**config.mk**
```make
export PLATFORM = sky130hd
export DESIGN_NAME = count_run_ctrl
export DESIGN_NICKNAME = d
export VERILOG_FILES = /design/src/rtl/count_run_ctrl.sv
export SDC_FILE = /design/constraint.sdc
export NUM_CORES = 1
export LEC_CHECK = 0
export CAP_MARGIN = 10
export CORE_UTILIZATION = 61
export DETAILED_ROUTE_END_ITERATION = 10
export PLACE_DENSITY_LB_ADDON = 0.12
export SETUP_SLACK_MARGIN = 0.02
export SYNTH_ARGS = -nofsm -noshare
export SYNTH_HDL_FRONTEND = slang
export SYNTH_SLANG_ARGS = --single-unit
```
**constraint.sdc**
```tcl
create_clock -name clk_100MHz -period 3.7 [get_ports clk_100MHz]
set_input_delay 0.74 -clock clk_100MHz [delete_from_list [all_inputs] [get_ports clk_100MHz]]
set_output_delay 0.74 -clock clk_100MHz [all_outputs]
set_load 0.02 [all_outputs]
```
**src/rtl/count_run_ctrl.sv**
```systemverilog
// count_run_ctrl: run/pause/clear sequencer for a 4-digit BCD counter.
// Conditions the start and clear buttons, generates the count-enable tick
// from a prescaled system clock, and stops counting on a BCD target match.
module count_run_ctrl #(
   parameter int unsigned CLK_HZ    = 100000000,
   parameter int unsigned TICK_HZ   = 10,
   parameter int unsigned DB_CYCLES = 1000000
) (
   input  logic        clk_100MHz,
   input  logic        reset_n,
   input  logic        btn_start,
   input  logic        btn_clear,
   input  logic        target_en,
   input  logic [15:0] target_bcd,
   input  logic [3:0]  ones,
   input  logic [3:0]  tens,
   input  logic [3:0]  hundreds,
   input  logic [3:0]  thousands,
   output logic        cnt_tick,
   output logic        cnt_clr,
   output logic [1:0]  state,
   output logic        running,
   output logic        done
);

   localparam int unsigned DIV = CLK_HZ / TICK_HZ;
   localparam int unsigned PW  = (DIV > 2) ? $clog2(DIV) : 1;
   localparam int unsigned DBW = $clog2(DB_CYCLES + 1);

   typedef enum logic [1:0] {
      IDLE  = 2'b00,
      RUN   = 2'b01,
      PAUSE = 2'b10,
      DONE  = 2'b11
   } state_t;

   state_t          state_q, state_d;
   logic [PW-1:0]   presc_q, presc_d;

   // Button path, index 0 = start, index 1 = clear
   logic [1:0]      btn_raw;
   logic [1:0]      sync1, sync2;
   logic [1:0]      db_lvl, db_prev;
   logic [DBW-1:0]  db_cnt [2];
   logic            ev_start, ev_clear;

   logic            target_ok;
   logic            match;

   assign btn_raw = {btn_clear, btn_start};

   // Two-flop synchroniser for both raw buttons
   always_ff @(posedge clk_100MHz or negedge reset_n) begin
      if (!reset_n) begin
         sync1 <= '0;
         sync2 <= '0;
      end else begin
         sync1 <= btn_raw;
         sync2 <= sync1;
      end
   end

   // Debounce: accept a new level after DB_CYCLES consecutive differing samples
   always_ff @(posedge clk_100MHz or negedge reset_n) begin
      if (!reset_n) begin
         db_lvl  <= '0;
         db_prev <= '0;
         for (int unsigned i = 0; i < 2; i++) begin
            db_cnt[i] <= '0;
         end
      end else begin
         db_prev <= db_lvl;
         for (int unsigned i = 0; i < 2; i++) begin
            if (sync2[i] == db_lvl[i]) begin
               db_cnt[i] <= '0;
            end else if (db_cnt[i] == DBW'(DB_CYCLES - 1)) begin
               db_lvl[i] <= sync2[i];
               db_cnt[i] <= '0;
            end else begin
               db_cnt[i] <= db_cnt[i] + 1'b1;
            end
         end
      end
   end

   // Press events on the debounced rising edge only
   assign ev_start = db_lvl[0] & ~db_prev[0];
   assign ev_clear = db_lvl[1] & ~db_prev[1];

   // Target compare; a non-BCD target nibble can never match
   always_comb begin
      target_ok = 1'b1;
      for (int unsigned i = 0; i < 4; i++) begin
         if (target_bcd[i*4 +: 4] > 4'd9) begin
            target_ok = 1'b0;
         end
      end
   end

   assign match = target_en && target_ok &&
                  ({thousands, hundreds, tens, ones} == target_bcd);

   // State, prescaler and status flags
   always_ff @(posedge clk_100MHz or negedge reset_n) begin
      if (!reset_n) begin
         state_q <= IDLE;
         presc_q <= '0;
         running <= 1'b0;
         done    <= 1'b0;
      end else begin
         state_q <= state_d;
         presc_q <= presc_d;
         running <= (state_d == RUN);
         done    <= (state_d == DONE);
      end
   end

   // Next state, prescaler and pulses: clear > start > target match > tick
   always_comb begin
      state_d  = state_q;
      presc_d  = presc_q;
      cnt_tick = 1'b0;
      cnt_clr  = 1'b0;
      if (ev_clear) begin
         state_d = IDLE;
         cnt_clr = 1'b1;
         presc_d = '0;
      end else if (ev_start) begin
         unique case (state_q)
            IDLE: begin
               state_d = RUN;
               presc_d = '0;
            end
            RUN:     state_d = PAUSE;
            PAUSE:   state_d = RUN;
            DONE:    state_d = DONE;
            default: state_d = IDLE;
         endcase
      end else if (state_q == RUN) begin
         if (match) begin
            state_d = DONE;
         end else if (presc_q == PW'(DIV - 1)) begin
            cnt_tick = 1'b1;
            presc_d  = '0;
         end else begin
            presc_d = presc_q + 1'b1;
         end
      end
   end

   assign state = state_q;

endmodule

```
; ---- Word-level counts from Yosys, hierarchy flattened
; Cells that the tools add are included.
[totals]
regBits = 76
latchBits = 0
output_inout_bits = 6
memories = 0
rom_bits = 0
ram_bits = 0
elab_cells = 70
[classes]
muxes = 25
shift = 0
div = 0
n_mul = 0
n_addsub = 3
order_cmp = 4
eq_ne = 13
bitwise_logic = 6
n_reduce_logical = 8
[ops]
columns = op, n
row1 = $mux W24, 6
row2 = $mux W20, 4
row3 = $add A20 B1 Y20 const B, 2
row4 = $eq A20 B20 Y1 const B, 2
row5 = $add A24 B1 Y24 const B, 1
row6 = $eq A24 B24 Y1 const B, 1
row7 = $eq A16 B16 Y1, 1
row8 = $gt A4 B4 Y1 const B, 4
row9 = $mux W1, 10
row10 = $mux W2, 4
row11 = $eq A2 B2 Y1 const B, 3
row12 = $pmux W2 S3, 1
row13 = $eq A2 B1 Y1 const B, 2
row14 = $not A1 Y1, 4
row15 = $reduce_and A2 Y1, 2
row16 = $ne A3 B1 Y1 const B, 1
row17 = $ne A3 B3 Y1 const B, 1
row18 = $reduce_and A3 Y1, 1
row19 = $reduce_bool A3 Y1, 1
row20 = $and A1 B1 Y1, 2
row21 = $eq A1 B1 Y1, 2
row22 = $logic_and A1 B1 Y1, 2
row23 = $logic_not A2 Y1, 1
row24 = $reduce_or A2 Y1, 1

; ---- Logic depth before layout (Yosys ltp)
[depth]
ltp_word = 12
depth_mapped = 8
mapped_depth_nobuf = 7

; ---- Worst setup path before layout
; Ideal clock, no wire load.
[synth_path]
path_type = input -> output
startpoint = in target_bcd[3]
endpoint = out cnt_tick
cell_stages = 5
t_required_ps = 2960
path_slack_ps = 681
arrival_ps = 2279
cell_sequence = xor2_1 -> or4_1 -> nand4bb_1 -> or4_1 -> and3_1
[synth_via]
elab_chain_cells = 11
elab_cells_between_ends = 12
classes_between = 1 x order compare / 1 x eq/ne / 8 x mux / 2 x reduce/logical
[synth_lines]
columns = element, line_no
row1 = "start, declared", 14  ; input logic [15:0] target_bcd,
row2 = $gt A4 B4 Y1, 94  ; if (target_bcd[i*4 +: 4] > 4'd9) begin
row3 = $mux W1 (4 in a row), 94
row4 = $logic_and A1 B1 Y1, 100  ; assign match = target_en && target_ok &&
row5 = $logic_and A1 B1 Y1 (*), 100
row6 = $mux W1 (*), 140  ; if (match) begin
row7 = $mux W1 (*), 139  ; end else if (state_q == RUN) begin
row8 = $mux W1 (*), 128  ; end else if (ev_start) begin
row9 = $mux W1 (*), 124  ; if (ev_clear) begin
row10 = "end, declared", 19  ; output logic cnt_tick,
; Mark *: on every way between the ends. The rest lies on a longest branch, timed or not.

; ---- Worst setup path in the final report
; Same ends and word-level chain as after synthesis.

==> metrics.csv <==
metric,value,unit
sum of negative setup slack,0,ns
number of buffers inserted to repair setup after CTS,0,
Worst Setup End Kind,primary output,
final global-route overflow total,0,
detailed-router iteration count before antenna repair,5,
largest net degree at the start of global routing,77,
flip-flop and latch count after synthesis,76,
category of the most critical setup path,input pin to primary output,
largest vdd supply drop,0.000357,V
routability cong.,0.807,
first-pass GRT wire length,14800,um
Leak,2.07,nW
fill cell count,470,
clock slew at reported path FFs,0.08,ns
final cell count without fillers,561,
worst path arrival time,2.84,ns
Period minus WS final,3.58,ns
total number of vias,3491,
status,"finished, final reports clean",
"Setup violations, final",0,
DRC Markers,0,
top cell type's share of synthesized area,46.4,%
overall routing resource usage,26.0,%
Die X-Extent,83.9,um
"Distinct cells, synth",43,
Power per Cell Area,329,nW/um^2
antenna violation net count after detailed routing,0,
remaining max-slew budget at the tightest pin,38.6,%
# H-tree levels,3,
TritonCTS clock tree,done,
Synth async-reset ratio,100,%
vertical die dimension,83.9,um
root buffer selected by CTS,sky130_fd_sc_hd__clkbuf_8,
Clock Path Buffers,2,
transition at the pin with the smallest max-transition slack,0.922,ns
most instantiated library cell after synthesis,sky130_fd_sc_hd__dfrtp_1,
most frequent cells after synthesis,"sky130_fd_sc_hd__dfrtp_1 (76), sky130_fd_sc_hd__nor2_1 (68), sky130_fd_sc_hd__nand3_1 (34), sky130_fd_sc_hd__o31ai_1 (34)",
Yosys top cell by area,sky130_fd_sc_hd__dfrtp_1,
"top cells by area, synth","sky130_fd_sc_hd__dfrtp_1 (46%), sky130_fd_sc_hd__nor2_1 (6.2%), sky130_fd_sc_hd__o31ai_1 (6.2%), sky130_fd_sc_hd__xor2_1 (6.0%), sky130_fd_sc_hd__xnor2_1 (4.7%)",
net count after synthesis,475,
fraction of layout cells with a size suffix above 1,5.79,%
required time of the worst setup path,2.96,ns
Initial DRC Count,340,
via/cell ratio,6.22,
cell area after technology mapping,4100,sq um
Initial Utilization,63.8,%
Cells after DPL,546,
highest achievable clock rate,279,MHz
internal power,1.20,mW
antenna cell count,0,
Flop pwr share,53.8,%
sequential-to-total area share from yosys stat,46.4,%
layout overhead on the synthesized area,16.2,%
Yosys warning count,0,
clock group share of total power,39.7,%
crit start category,input pin,
Post-Syn Instances,435,
detailed placer's ending HPWL,5700,um
post-layout net count,520,
top flip-flop cell by instance count after synthesis,sky130_fd_sc_hd__dfrtp_1,
RSZ-0062 raised after global routing,false,
syn avg cell area,9.42,sq um
Worst Hold Margin,0.360,ns
logic gate share of total power,6.4,%
clock tree skew after final layout,0.00552,ns
Fin. Hold Viols,0,
via count of the first global-routing pass,3289,
number of CTS-inserted buffers,9,
Ports,43,
"EDFF count, synth",0,
worst-skew pair later-pin latency,0.34,ns
detailed-route wire length per cell,14.9,um
Switch Pwr,370,uW
Port Buffers,42,
number of rows in the core area,29,
Final Routed Wirelength,8370,um
share of the clock period used by the worst path after layout,96.7,%
Die Area,7050,sq um
initial antenna violation count,0,
critical-path maximum fanout,2,
core region area,6420,sq um
min-delay worst type,register to register,
Slew Limit Fails,0,
Max Cap Violations,0,
# clock sinks,76,
switching portion of total power,23.6,%
-- critical path: stages --
cell                              delay [ns]
sky130_fd_sc_hd__clkdlybuf4s50_1        0.43
sky130_fd_sc_hd__xor2_1                 0.18
sky130_fd_sc_hd__or4_1                  0.51
sky130_fd_sc_hd__nand4bb_1              0.18
sky130_fd_sc_hd__or4_1                  0.47
sky130_fd_sc_hd__and3_1                 0.17
sky130_fd_sc_hd__buf_4                  0.15
-- state kept, by name, indices dropped and copies added, names as in the netlist --
| name | flops |
|---|---|
| db_lvl | 2 |
| sync1 | 2 |
| sync2 | 2 |
| db_prev | 2 |
| done | 1 |
| state | 2 |
| presc_q | 24 |
| running | 1 |
| db_cnt | 40 |
-- logic make-up (layout without fill, tap and decap cells) --
logic type                 Yosys count  count (layout)  synth area share, %
muxes                                2               2                0.550
and+or+nand+nor                    209             209                 26.3
buffers and inverters               25              74                 2.96
DFF                                 76              76                 46.4
adders and majority gates            3               3                0.916
xor gates and xnor gates            50              50                 10.7
AOI/OAI and AO/OA                   70              70                 12.2
-- what timing repair did --
| action | 4_1_cts | 5_1_grt |
|---|---|---|
| hold buffers | 0 | 0 |
| gates resized for setup | 4 | 2 |
| endpoints found under the setup margin | 1 | 1 |
| pin swaps | 0 | 1 |
-- routing by layer --
| metal | vias to the layer above | global-route usage, % | routed length (um) |
|---|---|---|---|
| met5 | - | 0 | 0 |
| met4 | 0 | 7.37 | 110 |
| met3 | 11 | 6.63 | 484 |
| met2 | 129 | 41.6 | 3960 |
| met1 | 1697 | 35.1 | 3810 |
| li1 | 1654 | - | - |
-- layout make-up --
cell class,count,area (sq um),area share (%)
Multi-Input combinational cell,334,2070,43.5
Sequential cell,76,1900,39.9
Timing Repair Buffer,47,455,9.57
Clock buffer,9,124,2.60
Tap cell,77,96.3,2.02
Clock inverter,6,65.1,1.37
Inverter,12,45.0,0.946
-- metrics by stage --
| step | instance area (sq um) | utilization [%] | setup slack, ns | power [mW] |
|---|---|---|---|---|
| CTS | 4760 | 74.1 | 0.0670 | 1.58 |
| global route | 4760 | 74.1 | 0.0202 | 1.63 |
| detailed placement | 4570 | 71.2 | -0.330 | 0.963 |
| finish | 4760 | 74.1 | 0.121 | 1.57 |
| floorplan | 4100 | - | 0.681 | 0.896 |
| global placement | 4570 | 71.2 | -0.302 | 0.960 |
-- power by group through the flow --
stage / Sequential [mW] / Clock [mW] / Combinational [mW]
6_report: 0.844 / 0.623 / 0.101
5_1_grt: 0.845 / 0.671 / 0.114
4_1_cts: 0.844 / 0.633 / 0.103
3_5_place_dp: 0.861 / 0 / 0.102
3_3_place_gp: 0.860 / 0 / 0.0997
2_1_floorplan: 0.859 / 0 / 0.0366
-- worst paths after layout --
kind | startpoint | end | slack [ns] | depth (start not counted)
worst max-delay path | target_bcd[3] | cnt_tick | 0.12 | 7
worst min-delay path | sync1[1] | sync2[1] | 0.36 | 0
worst max register to register | presc_q[8] | presc_q[19] | 1.14 | 6
worst min register to register | sync1[1] | sync2[1] | 0.36 | 0
max in group asynchronous | reset_n | presc_q[5] | 2.58 | 1
min in group asynchronous | reset_n | db_cnt[32] | 0.54 | 1
-- cell usage in the layout (no fill, tap or decap), drive strengths merged, types with 3 or more instances in the layout --
cell | netlist | final
nor3 | 11 | 11
nand2b | 9 | 9
ha | 3 | 3
or4 | 7 | 7
nor2 | 68 | 68
and3 | 12 | 12
o41ai | 8 | 8
nand3 | 34 | 34
clkbuf | 5 | 9
buf | 8 | 7
a211o | 3 | 3
nor4 | 9 | 9
xnor2 | 22 | 22
o31ai | 34 | 34
nor2b | 6 | 6
a21oi | 5 | 5
nand4 | 8 | 8
a31oi | 6 | 6
dfrtp | 76 | 76
or3 | 6 | 6
xor2 | 28 | 28
o21ai | 10 | 10
clkinv | 0 | 3
clkdlybuf4s50 | 0 | 39
nand2 | 28 | 28
inv | 12 | 13
Note: power is estimated with default switching activity, not from simulation.
